===== src/rtl/cpu_pkg.sv =====
// cpu_pkg: opcode codes and flag bit indices shared by the flag register and branch sequencer
package cpu_pkg;
  localparam logic [4:0] OP_ADD  = 5'h00;
  localparam logic [4:0] OP_SUB  = 5'h01;
  localparam logic [4:0] OP_AND  = 5'h02;
  localparam logic [4:0] OP_OR   = 5'h03;
  localparam logic [4:0] OP_XOR  = 5'h04;
  localparam logic [4:0] OP_CMP  = 5'h05;
  localparam logic [4:0] OP_LDIF = 5'h19;
  localparam logic [4:0] OP_MOVF = 5'h1A;
  localparam logic [4:0] OP_BR   = 5'h1B;
  localparam logic [4:0] OP_JMP  = 5'h1C;
  localparam logic [4:0] OP_CALL = 5'h1D;
  localparam logic [4:0] OP_RET  = 5'h1E;
  localparam int FLAG_Z = 0;
  localparam int FLAG_C = 1;
  localparam int FLAG_N = 2;
  localparam int FLAG_V = 3;
endpackage


===== src/rtl/return_addr_stack.sv =====
// return_addr_stack: circular return-address buffer that overwrites its oldest entry on a full push
module return_addr_stack #(
  parameter int DEPTH = 4,
  parameter int AW = 8,
  localparam int PW = $clog2(DEPTH),
  localparam int DW = PW + 1
) (
  input  logic          clk,
  input  logic          rst,
  input  logic          push,
  input  logic          pop,
  input  logic [AW-1:0] din,
  output logic [AW-1:0] top,
  output logic [DW-1:0] depth,
  output logic          full,
  output logic          empty
);
  logic [AW-1:0] mem [DEPTH];
  logic [PW-1:0] ptr;
  always_comb begin
    top = mem[ptr - PW'(1)];
    full = depth == DW'(DEPTH);
    empty = depth == '0;
  end
  always_ff @(posedge clk) begin
    if (rst) begin
      ptr <= '0;
      depth <= '0;
    end else if (push) begin
      mem[ptr] <= din;
      ptr <= ptr + PW'(1);
      depth <= full ? depth : depth + DW'(1);
    end else if (pop) begin
      ptr <= ptr - PW'(1);
      depth <= depth - DW'(1);
    end
  end
endmodule


===== src/rtl/branch_sequencer.sv =====
// branch_sequencer: resolves BR/JMP/CALL/RET against registered flags and owns the fetch pc
module branch_sequencer
  import cpu_pkg::*;
#(
  parameter int AW = 8,
  parameter int RAS_DEPTH = 4,
  parameter logic [AW-1:0] RESET_PC = '0
) (
  input  logic                         clk,
  input  logic                         reset,
  input  logic                         instr_valid,
  input  logic [4:0]                   opcode,
  input  logic [2:0]                   cond_sel,
  input  logic                         cond_pol,
  input  logic [AW-1:0]                target,
  input  logic [7:0]                   flags,
  input  logic                         stall,
  output logic [AW-1:0]                pc,
  output logic                         flush,
  output logic [$clog2(RAS_DEPTH):0]   ras_depth,
  output logic                         ras_ovf,
  output logic                         ras_unf
);
  logic active, taken, jmp, call, ret_hit, ret_miss, redirect, full, empty;
  logic [AW-1:0] top, pc_next;
  always_comb begin
    active = !stall && !flush && instr_valid;
    taken = active && opcode == OP_BR && flags[cond_sel] == cond_pol;
    jmp = active && opcode == OP_JMP;
    call = active && opcode == OP_CALL;
    ret_hit = active && opcode == OP_RET && !empty;
    ret_miss = active && opcode == OP_RET && empty;
    redirect = taken || jmp || call || ret_hit;
    pc_next = ret_hit ? top : redirect ? target : pc + AW'(1);
  end
  always_ff @(posedge clk) begin
    if (reset) begin
      pc <= RESET_PC;
      flush <= 1'b0;
      ras_ovf <= 1'b0;
      ras_unf <= 1'b0;
    end else if (!stall) begin
      pc <= pc_next;
      flush <= redirect;
      ras_ovf <= ras_ovf | (call && full);
      ras_unf <= ras_unf | ret_miss;
    end
  end
  return_addr_stack #(.DEPTH(RAS_DEPTH), .AW(AW)) u_ras (
    .clk(clk),
    .rst(reset),
    .push(call),
    .pop(ret_hit),
    .din(pc),
    .top(top),
    .depth(ras_depth),
    .full(full),
    .empty(empty)
  );
endmodule

===== config.mk =====
export PLATFORM = sky130hd
export DESIGN_NAME = branch_sequencer
export DESIGN_NICKNAME = d
export VERILOG_FILES = /design/src/rtl/cpu_pkg.sv /design/src/rtl/return_addr_stack.sv /design/src/rtl/branch_sequencer.sv
export SDC_FILE = /design/constraint.sdc
export NUM_CORES = 1
export LEC_CHECK = 0
export ABC_CLOCK_PERIOD_IN_PS = 2100
export CAP_MARGIN = 5
export CELL_PAD_IN_SITES_DETAIL_PLACEMENT = 0
export CELL_PAD_IN_SITES_GLOBAL_PLACEMENT = 2
export CORE_MARGIN = 4
export CORE_UTILIZATION = 32
export CTS_CLUSTER_SIZE = 16
export DETAILED_ROUTE_END_ITERATION = 8
export PLACE_DENSITY_LB_ADDON = 0.3
export SLEW_MARGIN = 20
export SYNTH_ARGS = -nofsm -noshare
export SYNTH_HDL_FRONTEND = slang
export SYNTH_SLANG_ARGS = --single-unit

===== constraint.sdc =====
create_clock -name clk -period 2.1 [get_ports clk]
set_input_delay 0.21 -clock clk [delete_from_list [all_inputs] [get_ports clk]]
set_output_delay 0.21 -clock clk [all_outputs]
set_load 0.005 [all_outputs]

# Word-level counts from Yosys, hierarchy flattened
# Memory sizes are Yosys's and may differ from the RTL's.
# Cells that the tools add are included.
# word_totals
input_bits,29
n_memories,1
out_inout_bits,14
register_bits,16
ram_bits,32
# op_classes
n_bitwise,2
mux,12
order_cmp,1
addsub,5
eq_ne,7
n_reduce_logical,19
# memory_table
memory,words,width,rd,rd_clocked_by_memory_dff,wr,line_no,rtl
u_ras.mem,4,8,1,0,1,return_addr_stack.sv:18,logic [AW-1:0] mem [DEPTH];
# op_table
cell,n
"== test 5 bit, second input constant",4
2-to-1 mux 8 bit,2
logical AND 1 bit,10
2-to-1 mux 3 bit,3
"adder 8 x 1 -> 8 bit, second input constant",1
"< comparator 3 x 4 -> 1 bit, second input constant",1
2-to-1 mux 1 bit,4
2-to-1 mux 2 bit,2
"adder 3 x 1 -> 3 bit, second input constant",1
binary-select mux 1 bit (select 3 bit),1
"== test 3 bit, second input constant",1
logical NOT 1 bit,3
logical NOT 3 bit,1
logical OR 1 bit,3
"subtractor 3 x 1 -> 3 bit, second input constant",1
"adder 2 x 1 -> 2 bit, second input constant",1
"!= test 2 bit, second input constant",1
OR 1 bit,2
AND reduction 2 bit,1
nonzero test 2 bit,1
"subtractor 2 x 1 -> 2 bit, second input constant",1
== test 1 bit,1

# Depth between registers and ports, before layout
# depth
depth_word,10
mapped_depth,9
depth_no_buf,7

# By module
# Synthesis repeated with hierarchy kept, for this count alone.
# unflattened
cells_unflattened,198
hier_area_um2,2454.9
# by_module_without_submodules
mod,cells_per_inst,n_inst,area_each_um2
return_addr_stack,83,1,1516.5
branch_sequencer,115,1,938.4

# Least setup slack after synthesis
# Ideal clock, no wire load.
# synth_timing
kind,register -> register
start,register flush
end,"memory u_ras.mem[3][0], enable pin"
synth_period_minus_slack_ps,2324
path_slack_ps,-224
stages_incl_launch_ff,6
arrival_time_ps,1939
path_buffers,1
cell_sequence,dfxtp_1 and4bb_1 nand3_2 or3_1 buf_2 nor3b_1
# synth_between
elab_chain_cells,7
# synth_rtl
item,line_no,rtl
"start, declared",branch_sequencer.sv:19,"output logic flush,"
"start signal, assigned",branch_sequencer.sv:44,flush <= redirect;
logical NOT 1 bit,branch_sequencer.sv:27,active = !stall && !flush && instr_valid;
logical AND 1 bit (2 in series),branch_sequencer.sv:27,
logical AND 1 bit,branch_sequencer.sv:30,call = active && opcode == OP_CALL;
2-to-1 mux 1 bit,return_addr_stack.sv:29,end else if (push) begin
2-to-1 mux 1 bit,return_addr_stack.sv:26,if (rst) begin
2-to-1 mux 1 bit (implied by the code),return_addr_stack.sv:30,mem[ptr] <= din;
"end, declared",return_addr_stack.sv:18,
# No other way between the ends.

# Worst setup path after layout
# layout_timing
start,register flush
end,register u_ras.depth[2]
# layout_between
elab_chain_cells,7
word_cells_on_any_way,10
# layout_rtl
item,line_no,rtl
logical NOT 1 bit (*),branch_sequencer.sv:27,
logical AND 1 bit (*) (2 in series),branch_sequencer.sv:27,
logical AND 1 bit (2 in series),branch_sequencer.sv:31,ret_hit = active && opcode == OP_RET && !empty;
nonzero test 2 bit (no line),-,
AND reduction 2 bit (no line),-,
"end signal, assigned",return_addr_stack.sv:32,depth <= full ? depth : depth + DW'(1);
"end signal, assigned",return_addr_stack.sv:35,depth <= depth - DW'(1);
"end, declared",return_addr_stack.sv:14,"output logic [DW-1:0] depth,"
# Every way passes the cells marked *; elsewhere a longest branch is shown, timed or not.
# A chain may end at the register's enable or synchronous reset.

==> results by group <==
Run status
  – Status: finished, final reports clean

Routing
  – Initial DRC count: 96
  – Remaining DRCs: 0
  – 1st-pass router iterations: 4
  – Routed wire per std cell: ~17 um
  – Post-DR vias/cell: slightly above 5
  – Met3 WL post-DR: around 260 um
  – Metal-1 WL: 2800 um
  – Antenna violation net count after detailed routing: 0
  – Met2 WL: between 2000 and 3000 um
  – Total Wirelength: slightly below 6000 um
  – DR top layer: met4
  – Vias: about 1800

STA
  – Fmax: between 0.4 and 0.5 GHz
  – Tcrit/Tclk final: 95.6%
  – Setup Viol. Count Final: 0
  – Final number of hold-violating endpoints: 0
  – Worst-margin pin slew: ~0.43 ns
  – Clock skew: 0.00697 ns
  – Worst slew margin: a little under three quarters
  – Post-layout min period: ~2 ns
  – Setup_tns: 0 ns
  – RSZ-0062 raised after global routing: false
  – Fin. max-slew vios: 0
  – Hold_ws: 0.415 ns

GRT
  – Global route total overflow: 0
  – Vias in the first global route: between 1500 and 2000
  – Initial antenna violation count: 0
  – Largest net degree at the start of global routing: 25
  – GR Util All Layers: 14.2%
  – First-pass GRT wire length: roughly 9600 um

Logic synthesis
  – Synth warn: 0
  – Post-synth net total: roughly 220
  – Compound-gate portion of the synthesized area: between 10% and 20%
  – Number of synthesized flops with an enable pin: 32
  – Sequential area share after synthesis: between 50% and 60%
  – Mapped Area: between 2000 and 2500 sq um
  – Synth area leader: edfxtp_1
  – Mapped Cells: 189
  – Largest family of logic cells by synthesized area: simple AND/OR/NAND/NOR gates
  – Fraction of synthesized area in multiplexers: between 10% and 20%
  – Synth area leaders: edfxtp_1 (40%), dfxtp_1 (13%), mux4_2 (7.4%)
  – Simple-gate share of the synthesized area: 13.6%
  – Ys flop type: edfxtp_1
  – Top cell type's share of synthesized area: approximately two fifths
  – Fraction of synthesized cell area in xor and xnor cells: 2.17%
  – Async S/R FF share, synth: 0%
  – Synthesized flop and latch total: 48
  – Avg Cell Area, Syn: approximately 13 sq um
  – Fraction of the mapped netlist area in adder cells: about 3.4%
  – Netlist cell types: 54

Worst setup path
  – Delay-heaviest family, CP: simple AND/OR/NAND/NOR gates
  – CP required: approximately 2.3 ns
  – CP Capture Type: flip-flop
  – CP max FO: 2
  – Crit Path Class: flip-flop to flip-flop
  – Worst path bufs/invs: 0
  – Max stage delay on crit path: approximately 0.38 ns
  – CP arrival: around 2.2 ns
  – FF-to-FF setup slack: a little over 0.09 ns
  – Startpoint Class: flip-flop
  – Critical-path cell list: and4bb_2 -> nand3_2 -> or3_4 -> fa_1 -> xor2_1 -> a21oi_1 -> a31o_1
  – Crit-path slowest cell: fa_1
  – Worst setup startpoint: flush
  – FF-to-FF Start: flush

Clocking
  – CTS hold repair buffers: 0
  – CTS H-Tree Depth: 2
  – CTS tree: done
  – Worst-path clk slew: 0.09 ns
  – Total clock sinks: 48
  – CTS Buf Count: 5
  – Max clock buf depth: 2
  – Clk_lat worst skew: 0.30 ns
  – Clock root cell: clkbuf_8

Floorplanning
  – Boundary Pins: 43
  – Initial Util: around a third
  – FP Rows: 31
  – Core Region: between 7000 and 8000 sq um
  – Die boundary width: roughly 95 um
  – Die area: around 9000 sq um
  – Chip Height: about 95 um

Worst hold path
  – Min-delay src: stall
  – Worst hold path type: input pin to flip-flop

Power and ir drop
  – Total power: roughly 0.0019 W
  – Sequential power share: a little over half
  – VDD IR max: 337 uV
  – Switching part of the total: a little over a fifth
  – Cell-internal power: 0.00148 W
  – Combinational power share: 9.7%
  – Clk pwr share: between 30% and 40%
  – Pwr dens: 583 nW/um^2
  – Sw Pwr: around 0.0004 W
  – Static Leak: 1.14 nW

Cells and area
  – Most common cell after layout, fill and taps aside: clkdlybuf4s50_1
  – Ratio of cells with drive above 1 in the final layout: roughly 22%
  – Layout Cells excl Fill: roughly 350
  – Layout area overhead: 33.7%
  – Most frequent cells in the layout: clkdlybuf4s50_1 (40), edfxtp_1 (32), buf_4 (25)
  – Finished Cell Area: between 3000 and 4000 sq um
  – # diodes: 0
  – Final Net Count: 289

Job
  – Max-Cap Viols: 0

Place
  – Placed wire-length estimate: ~4500 um
  – Dpl cells: around 350
  – Cell Area, Placed: 3120 sq um
  – Number of port buffers: 42
  – RePlAce Congestion: around 0.77
## cells in the mapped netlist (2+ instances only)
| library cell | count |
|---|---|
| o2111ai_1 | 4 |
| mux2i_1 | 4 |
| buf_2 | 2 |
| o211ai_1 | 5 |
| xor2_1 | 3 |
| o21ai_0 | 3 |
| nor3_1 | 3 |
| nor2_1 | 14 |
| nand4b_1 | 2 |
| a22oi_1 | 2 |
| nor3b_1 | 4 |
| nand2b_1 | 2 |
| ha_1 | 5 |
| nand2_1 | 11 |
| a21bo_1 | 3 |
| a41oi_1 | 2 |
| mux4_2 | 8 |
| mux4_1 | 2 |
| nand4_1 | 3 |
| dfxtp_1 | 16 |
| o22ai_1 | 5 |
| inv_1 | 6 |
| o41ai_1 | 3 |
| clkbuf_1 | 3 |
| edfxtp_1 | 32 |
| xnor2_1 | 3 |
| clkbuf_2 | 2 |
| and3_1 | 2 |
| nand3_1 | 7 |
| a21oi_1 | 4 |
## registers in the layout (all words and copies together), names as in the netlist
register	count
pc	8
ras_unf	1
u_ras.ptr	2
u_ras.depth	3
flush	1
u_ras.mem	32
ras_ovf	1
## worst register-to-register path, stage by stage (launching register included)
cell and delay, ns:
dfxtp_1 0.33, and4bb_2 0.31, nand3_2 0.09, or3_4 0.35, fa_1 0.38, xor2_1 0.19
a21oi_1 0.09, a31o_1 0.18
## final cells by class
type / count / area (sq um)
repair buffers: 68 / 629
flip-flops and latches: 48 / 1280
clock buffers: 5 / 68.8
multi-input cells: 125 / 1070
inverters: 6 / 22.5
fillers: 711 / 4050
well taps: 99 / 124
clock inverters: 3 / 47.5
## layer usage
metal | GRT usage (%) | vias to the layer above
met5 | 0 | -
met4 | 3.49 | 0
met3 | 3.95 | 5
met2 | 22.5 | 37
met1 | 19.2 | 896
li1 | - | 870
## worst paths after layout
check                    to  depth (start not counted)
max          u_ras.depth[2]                          7
min reg2reg         ras_unf                          2
min                   flush                          4
max reg2reg  u_ras.depth[2]                          7
## power by group through the flow
stage	clock network (W)	registers [W]	logic, W
6_report	0.000684	0.00102	0.000183
3_5_place_dp	0	0.00104	0.000182
4_1_cts	0.000701	0.00102	0.000184
5_1_grt	0.000750	0.00102	0.000198
2_1_floorplan	0	0.00104	0.0000720
3_3_place_gp	0	0.00104	0.000182
## logic make-up after synthesis
kind of cell               count (synthesis)
buffers and inverters                     16
DFF                                       48
AOI/OAI and AO/OA                         37
xor gates and xnor gates                   6
adders and majority gates                  6
and+or+nand+nor                           59
muxes                                     17
## repair_timing
action                                 4_1_cts  5_1_grt
buffers inserted                             0        0
endpoints found under the hold margin        0        0
pin swaps                                    2        1
resized for setup                            3        4
setup endpoints to repair                    7       19
## through the flow
step / util [%] / setup slack (ns)
detailed placement: 42.8 / -0.395
CTS: 44.2 / 0.0156
global placement: 42.8 / -0.354
finish: 44.4 / 0.0926
floorplan: - / -0.195
global route: 44.4 / 0.00753
No activity file was read; power rests on OpenSTA's default activity.
